File: src/rtl/seq_detect_pkg.sv
// Shared types for the round-robin serial pattern-detector arbiter.
// No logic; state encodings for the service FSM and the Moore detector core.
// No flow control of its own.
package seq_detect_pkg;

   typedef enum logic [2:0] {
      IDLE  = 3'd0,
      LOAD  = 3'd1,
      SHIFT = 3'd2,
      DRAIN = 3'd3,
      DONE  = 3'd4
   } arb_state_t;

   // S0 no useful history, S1 "..01" (not 101), S2 "..11", S3 "010"/"10",
   // S4 "110" (hit), S5 "101" (hit)
   typedef enum logic [2:0] {
      S0 = 3'd0,
      S1 = 3'd1,
      S2 = 3'd2,
      S3 = 3'd3,
      S4 = 3'd4,
      S5 = 3'd5
   } core_state_t;

   function automatic logic core_hit(input core_state_t s);
      return (s == S4) || (s == S5);
   endfunction

endpackage

File: src/rtl/seq_detect_core.sv
// Moore detector: out=1 when the last three bits shifted are 110 or 101 (overlapping).
// Latency: out reflects the bit shifted on the previous clock edge.
// Backpressure: none; en gates advancement, sclr returns to S0 synchronously.
module seq_detect_core
   import seq_detect_pkg::*;
(
   input  logic clk,
   input  logic clr,
   input  logic sclr,
   input  logic en,
   input  logic w,
   output logic out
);

   core_state_t r_state;
   core_state_t w_next;

   // next-state: sync clear wins, otherwise advance only when enabled
   always_comb begin
      w_next = r_state;
      if (sclr) begin
         w_next = S0;
      end else if (en) begin
         case (r_state)
            S0:      w_next = w ? S1 : S0;
            S1:      w_next = w ? S2 : S3;
            S2:      w_next = w ? S2 : S4;
            S3:      w_next = w ? S5 : S0;
            S4:      w_next = w ? S5 : S0;
            S5:      w_next = w ? S2 : S3;
            default: w_next = S0;
         endcase
      end
   end

   // state register with asynchronous active-low reset
   always_ff @(posedge clk or negedge clr) begin
      if (!clr) r_state <= S0;
      else      r_state <= w_next;
   end

   assign out = core_hit(r_state);

endmodule

File: src/rtl/seq_detect_arbiter.sv
// Round-robin shares one serial detector among N_REQ requesters; returns hit count (HIT_MASK_EN adds hit_mask).
// Latency: grant to done is WORD_W+3 clocks; busy covers LOAD through DONE inclusive.
// Backpressure: requesters hold req/data until their one-cycle ack; one word in service at a time.
module seq_detect_arbiter
   import seq_detect_pkg::*;
#(
   parameter int N_REQ  = 4,
   parameter int WORD_W = 8,
   parameter int CNT_W  = $clog2(WORD_W + 1)
)(
   input  logic                       clk,
   input  logic                       clr,
   input  logic [N_REQ-1:0]           req,
   input  logic [N_REQ*WORD_W-1:0]    data,
   output logic [N_REQ-1:0]           ack,
   output logic                       busy,
   output logic                       done,
   output logic [$clog2(N_REQ)-1:0]   done_id,
   output logic [CNT_W-1:0]           hit_cnt
`ifdef HIT_MASK_EN
   ,output logic [WORD_W-1:0]         hit_mask
`endif
);

   localparam int ID_W = $clog2(N_REQ);

   arb_state_t        r_state;
   arb_state_t        w_next;
   logic [ID_W-1:0]   r_ptr;
   logic [ID_W-1:0]   r_id;
   logic [WORD_W-1:0] r_word;
   logic [CNT_W-1:0]  r_bit;
   logic [CNT_W-1:0]  r_hit_cnt;

   logic              w_hi_vld;
   logic [ID_W-1:0]   w_hi_id;
   logic              w_lo_vld;
   logic [ID_W-1:0]   w_lo_id;
   logic              w_gnt_vld;
   logic [ID_W-1:0]   w_gnt_id;
   logic [WORD_W-1:0] w_word;
   logic              w_core_sclr;
   logic              w_core_en;
   logic              w_core_out;
   logic              w_sample;

   // round-robin pick: lowest set req above the pointer, else lowest set req overall (wrap)
   always_comb begin
      w_hi_vld = 1'b0;
      w_hi_id  = '0;
      w_lo_vld = 1'b0;
      w_lo_id  = '0;
      for (int i = N_REQ - 1; i >= 0; i--) begin
         if (req[i]) begin
            w_lo_vld = 1'b1;
            w_lo_id  = ID_W'(i);
            if (ID_W'(i) > r_ptr) begin
               w_hi_vld = 1'b1;
               w_hi_id  = ID_W'(i);
            end
         end
      end
      w_gnt_vld = w_lo_vld;
      w_gnt_id  = w_hi_vld ? w_hi_id : w_lo_id;
   end

   // select the granted requester's word slice
   always_comb begin
      w_word = '0;
      for (int i = 0; i < N_REQ; i++) begin
         if (w_gnt_id == ID_W'(i)) w_word = data[i*WORD_W +: WORD_W];
      end
   end

   // service FSM next-state and core controls
   always_comb begin
      w_next      = r_state;
      w_core_sclr = 1'b0;
      w_core_en   = 1'b0;
      case (r_state)
         IDLE:  if (w_gnt_vld) w_next = LOAD;
         LOAD:  begin
            w_core_sclr = 1'b1;
            w_next      = SHIFT;
         end
         SHIFT: begin
            w_core_en = 1'b1;
            if (r_bit == CNT_W'(WORD_W - 1)) w_next = DRAIN;
         end
         DRAIN: w_next = DONE;
         DONE:  w_next = IDLE;
         default: w_next = IDLE;
      endcase
   end

   // service FSM state register
   always_ff @(posedge clk or negedge clr) begin
      if (!clr) r_state <= IDLE;
      else      r_state <= w_next;
   end

   seq_detect_core u_core (
      .clk  (clk),
      .clr  (clr),
      .sclr (w_core_sclr),
      .en   (w_core_en),
      .w    (r_word[WORD_W-1]),
      .out  (w_core_out)
   );

   // core output describes the previous step, so step 0 never samples; DRAIN catches the last bit
   assign w_sample = w_core_out &&
                     (((r_state == SHIFT) && (r_bit != '0)) || (r_state == DRAIN));

   // grant latch, shift register, bit counter and hit counter
   always_ff @(posedge clk or negedge clr) begin
      if (!clr) begin
         r_ptr     <= ID_W'(N_REQ - 1);
         r_id      <= '0;
         r_word    <= '0;
         r_bit     <= '0;
         r_hit_cnt <= '0;
      end else begin
         case (r_state)
            IDLE: if (w_gnt_vld) begin
               r_id   <= w_gnt_id;
               r_ptr  <= w_gnt_id;
               r_word <= w_word;
            end
            LOAD: begin
               r_bit     <= '0;
               r_hit_cnt <= '0;
            end
            SHIFT: begin
               r_word <= r_word << 1;
               r_bit  <= r_bit + CNT_W'(1);
               if (w_sample) r_hit_cnt <= r_hit_cnt + CNT_W'(1);
            end
            DRAIN: if (w_sample) r_hit_cnt <= r_hit_cnt + CNT_W'(1);
            default: ;
         endcase
      end
   end

`ifdef HIT_MASK_EN
   logic [WORD_W-1:0] r_mask;

   // hit flag for step k lands on bit WORD_W-1-k; r_bit is k+1 when it is sampled
   always_ff @(posedge clk or negedge clr) begin
      if (!clr) begin
         r_mask <= '0;
      end else if (r_state == LOAD) begin
         r_mask <= '0;
      end else if (w_sample) begin
         r_mask <= r_mask | (WORD_W'(1) << (CNT_W'(WORD_W) - r_bit));
      end
   end

   assign hit_mask = r_mask;
`endif

   assign busy    = (r_state != IDLE);
   assign done    = (r_state == DONE);
   assign ack     = (r_state == DONE) ? (N_REQ'(1) << r_id) : '0;
   assign done_id = r_id;
   assign hit_cnt = r_hit_cnt;

endmodule
File: config.mk
export PLATFORM = sky130hd
export DESIGN_NAME = seq_detect_arbiter
export DESIGN_NICKNAME = d
export VERILOG_FILES = /design/src/rtl/seq_detect_pkg.sv /design/src/rtl/seq_detect_core.sv /design/src/rtl/seq_detect_arbiter.sv
export SDC_FILE = /design/constraint.sdc
export NUM_CORES = 1
export LEC_CHECK = 0
export BUFFER_PORTS_ARGS = -buffer_cell sky130_fd_sc_hd__clkbuf_2
export CORE_MARGIN = 2
export CORE_UTILIZATION = 35
export DETAILED_ROUTE_END_ITERATION = 6
export SETUP_SLACK_MARGIN = 0.02
export SYNTH_ARGS = -nofsm -noshare
export SYNTH_HDL_FRONTEND = slang
export SYNTH_SLANG_ARGS = --single-unit
File: constraint.sdc
create_clock -name clk -period 1.9 [get_ports clk]
set_input_delay 0.095 -clock clk [delete_from_list [all_inputs] [get_ports clk]]
set_output_delay 0.095 -clock clk [all_outputs]
set_load 0.005 [all_outputs]
==> key figures <==
STA
  • Fmax: 569 MHz
  • Relative slew slack: 55.6%
  • Unrepaired setup endpoints after global routing: no
  • Minimum clock period: 1.76 ns
  • TNS Setup: 0 ns
  • Post-route setup slack: 0.143 ns
  • Fin. Hold Viols: 0
  • Final Skew: 0.00258 ns
  • Final setup viols: 0
  • Least-Margin Pin Slew: 0.667 ns
  • Tcrit/Tclk final: 92.5%
  • Slew Viols, Final: 0

Min path
  • Hold path startpoint: data[12]
  • Worst hold stages: 3
  • Worst min-delay path class: in2reg
  • Hold Path End: r_word[4]

Pwr
  • Seq pwr share: 39.9%
  • Static Leakage: 0.936 nW
  • Combinational power share: 46.8%
  • Switching share of power: 43.4%
  • Pint: 0.00158 W
  • Max VDD drop: 0.000550 V
  • PwrDens: 1400 nW/µm²
  • Clock power share: 13.3%
  • Switching power: 0.00121 W

Placed design
  • Placed cells: 279
  • Routability cong.: 0.811
  • Pre-CTS WS: 0.169 ns
  • DP HPWL: 2.86 mm
  • Area after DPL: 1920 µm²
  • IO Port Bufs: 49

CTS
  • Post-CTS setup buffers: 0
  • Worst-path clk slew: 0.10 ns
  • CTS Buf Count: 3
  • Clock Tree Buf Depth: 2
  • CTS root buffer: clkbuf_8
  • Worst-skew pair later-pin latency: 0.27 ns
  • Clock sinks: 26
  • H-Tree Depth: 1
  • Post_cts resized: 0
  • CTS tree: built

Global routing
  • Vias in the first global route: 1455
  • Largest net degree at the start of global routing: 27
  • GR Util met2: 26.5%
  • Gr ovfl total: 0
  • GR met3 Demand/Resource: 3.73%
  • Initial antenna violation count: 0
  • First-pass GRT wire length: 6.45 mm
  • Gr busiest metal: met2
  • GRT Resource Usage Total: 15.4%
  • Global routing usage on met1: 20.1%

Setup path
  • Slowest Stage Delay on Critical Path: 0.71 ns
  • Crit path cell chain: nor2_1 > o311a_2 > a221oi_1 > a21oi_1
  • R2r setup slk: 0.14 ns
  • FF-to-FF path depth: 4
  • Critical-path top delay cell: dfstp_2
  • WP buf/inv: 0
  • CP top delay family: compound AO/OA/AOI/OAI gates
  • Worst flop-to-flop path endpoint: r_word[5]
  • CP max FO: 17
  • Worst EP required: 2.06 ns
  • Worst setup path class: reg2reg
  • Critical Path End Type: flop
  • Crit path DAT: 1.92 ns
  • Launching point of the worst reg2reg path: r_ptr[1]
  • Critical Path Start Type: flop

Die
  • Die H: 72.8 µm
  • Die extent in x: 72.8 µm
  • I/O pin count: 50
  • Initial Utilization: 35.8%
  • Die area: 5300 µm²
  • Cell Rows: 25
  • Core Area: 4630 µm²

Route
  • DRC errors left: 0
  • 1st-pass router iterations: 4
  • WL per Instance: 13.6 µm
  • Starting DRC count in detailed routing: 74
  • Routed vias/inst: 5.32
  • DR vias: 1510
  • Post-DRT Antenna Nets: 0
  • Final wirelength: 3.87 mm

Yosys
  • Dominant synthesized flop cell: dfrtp_1
  • Yosys top cell area share: 36.3%
  • Cell with the most instances after synthesis: dfrtp_1
  • Syn Area/Cell: 9.10 µm²
  • Yosys reg bits: 26
  • Synth unique cells: 48
  • Synth area leader: dfrtp_1
  • Synth area leaders: dfrtp_1 36%, nand2_1 4.8%, a21oi_1 3.9%, a221oi_1 3.7%, o21ai_0 3.6%
  • Syn Nets: 223
  • Number of synthesized flops with an enable pin: 0
  • Seq/Total Area, Yosys: 39.5%
  • Asr flop ratio synth: 100%
  • Post-Syn Area: 1660 µm²
  • Number of synthesis warnings: 0
  • Post-synthesis instance total: 182
  • Post-synth top cells: 24 x dfrtp_1, 21 x nand2_1, 14 x nor2_1

Final layout
  • Multi-input gate area: 907 µm²
  • Non-filler instance count after layout: 284
  • Diode count: 0
  • Util after Layout: 42.9%
  • Layout cells sized above 1: 30.4%
  • Finished layout cell area: 1990 µm²
  • Area Growth Syn to Fin: 20.0%
  • Nets@finish: 272
  • Area taken by flip-flops and latches: 653 µm²
  • FILL cells: 476

Flow run
  • Max_cap viols: 0

Outcome
  • Status: complete, no violations
power groups by stage:
stage / clock [W] / combinational (W) / sequential [W]
global route: 0.000398 / 0.00150 / 0.00116
detailed placement: 0 / 0.00132 / 0.00112
CTS: 0.000389 / 0.00132 / 0.00111
floorplan: 0 / 0.00114 / 0.000972
global placement: 0 / 0.00130 / 0.00111
finish: 0.000372 / 0.00130 / 0.00111
cell families after synthesis:
logic type / synth area share [%]
fa+ha+maj: 2.27
xor+xnor: 1.59
flops: 39.5
buf+inv: 5.74
compound gates: 23.9
mux: 2.42
simple gates: 24.6
worst max-delay path by stage:
stage                end  slack [ns]      from  cells past startpoint
2_1_floorplan  r_word[1]        0.21  r_ptr[1]                      6
3_3_place_gp   r_word[7]        0.20  r_ptr[1]                      4
3_5_place_dp   r_word[3]        0.17  r_ptr[1]                      4
4_1_cts        r_word[3]        0.15  r_ptr[1]                      4
5_1_grt        r_word[4]        0.03  r_ptr[1]                      4
6_report       r_word[5]        0.14  r_ptr[1]                      4
cell usage in the layout, fill, tap and decap left out, drive strengths merged, types with 6 or more instances in the layout:
| cell | n |
|---|---|
| dfrtp | 24 |
| nand2 | 23 |
| a22oi | 7 |
| o22ai | 8 |
| a221oi | 7 |
| nor2 | 14 |
| clkbuf | 53 |
| nand2b | 6 |
| a21oi | 13 |
| o21ai | 15 |
| inv | 7 |
stage by stage:
step	hold WS (ns)	power [W]
after detailed placement	0.170	0.00243
after global routing	0.117	0.00306
final	0.113	0.00279
after CTS	0.112	0.00282
after global placement	0.166	0.00241
after floorplan	-0.201	0.00211
per-layer routing:
layer | vias to the layer above | wire length [µm]
met2 | 37 | 1850
met1 | 705 | 1830
met4 | 0 | 26
li1 | 766 | -
met5 | - | 0
met3 | 2 | 162
worst reg2reg max path, delay by kind of cell (launching register included):
family	cells	cell delay, ns
AOI/OAI and AO/OA	3	0.87
DFF	1	0.71
and+or+nand+nor	1	0.07
area by class of cell:
cell class | instances | share of cell area, %
Multi-Input combinational cell | 140 | 45.7
Sequential cell | 26 | 32.9
Timing Repair Buffer | 53 | 14.0
Tap cell | 54 | 3.40
Clock buffer | 4 | 2.77
Inverter | 7 | 1.32
registers in the layout (all words and copies together) (netlist names):
name and cells:
r_word 8, hit_cnt 4, r_bit 4, r_state 3
u_core.r_state 3, done_id 2, r_ptr 2
repair_timing:
| action | CTS | global route |
|---|---|---|
| endpoints found under the setup margin | 0 | 0 |
| hold buffers | 1 | 0 |
| endpoints found under the hold margin | 24 | 0 |
Note: power is estimated with default switching activity, not from simulation.
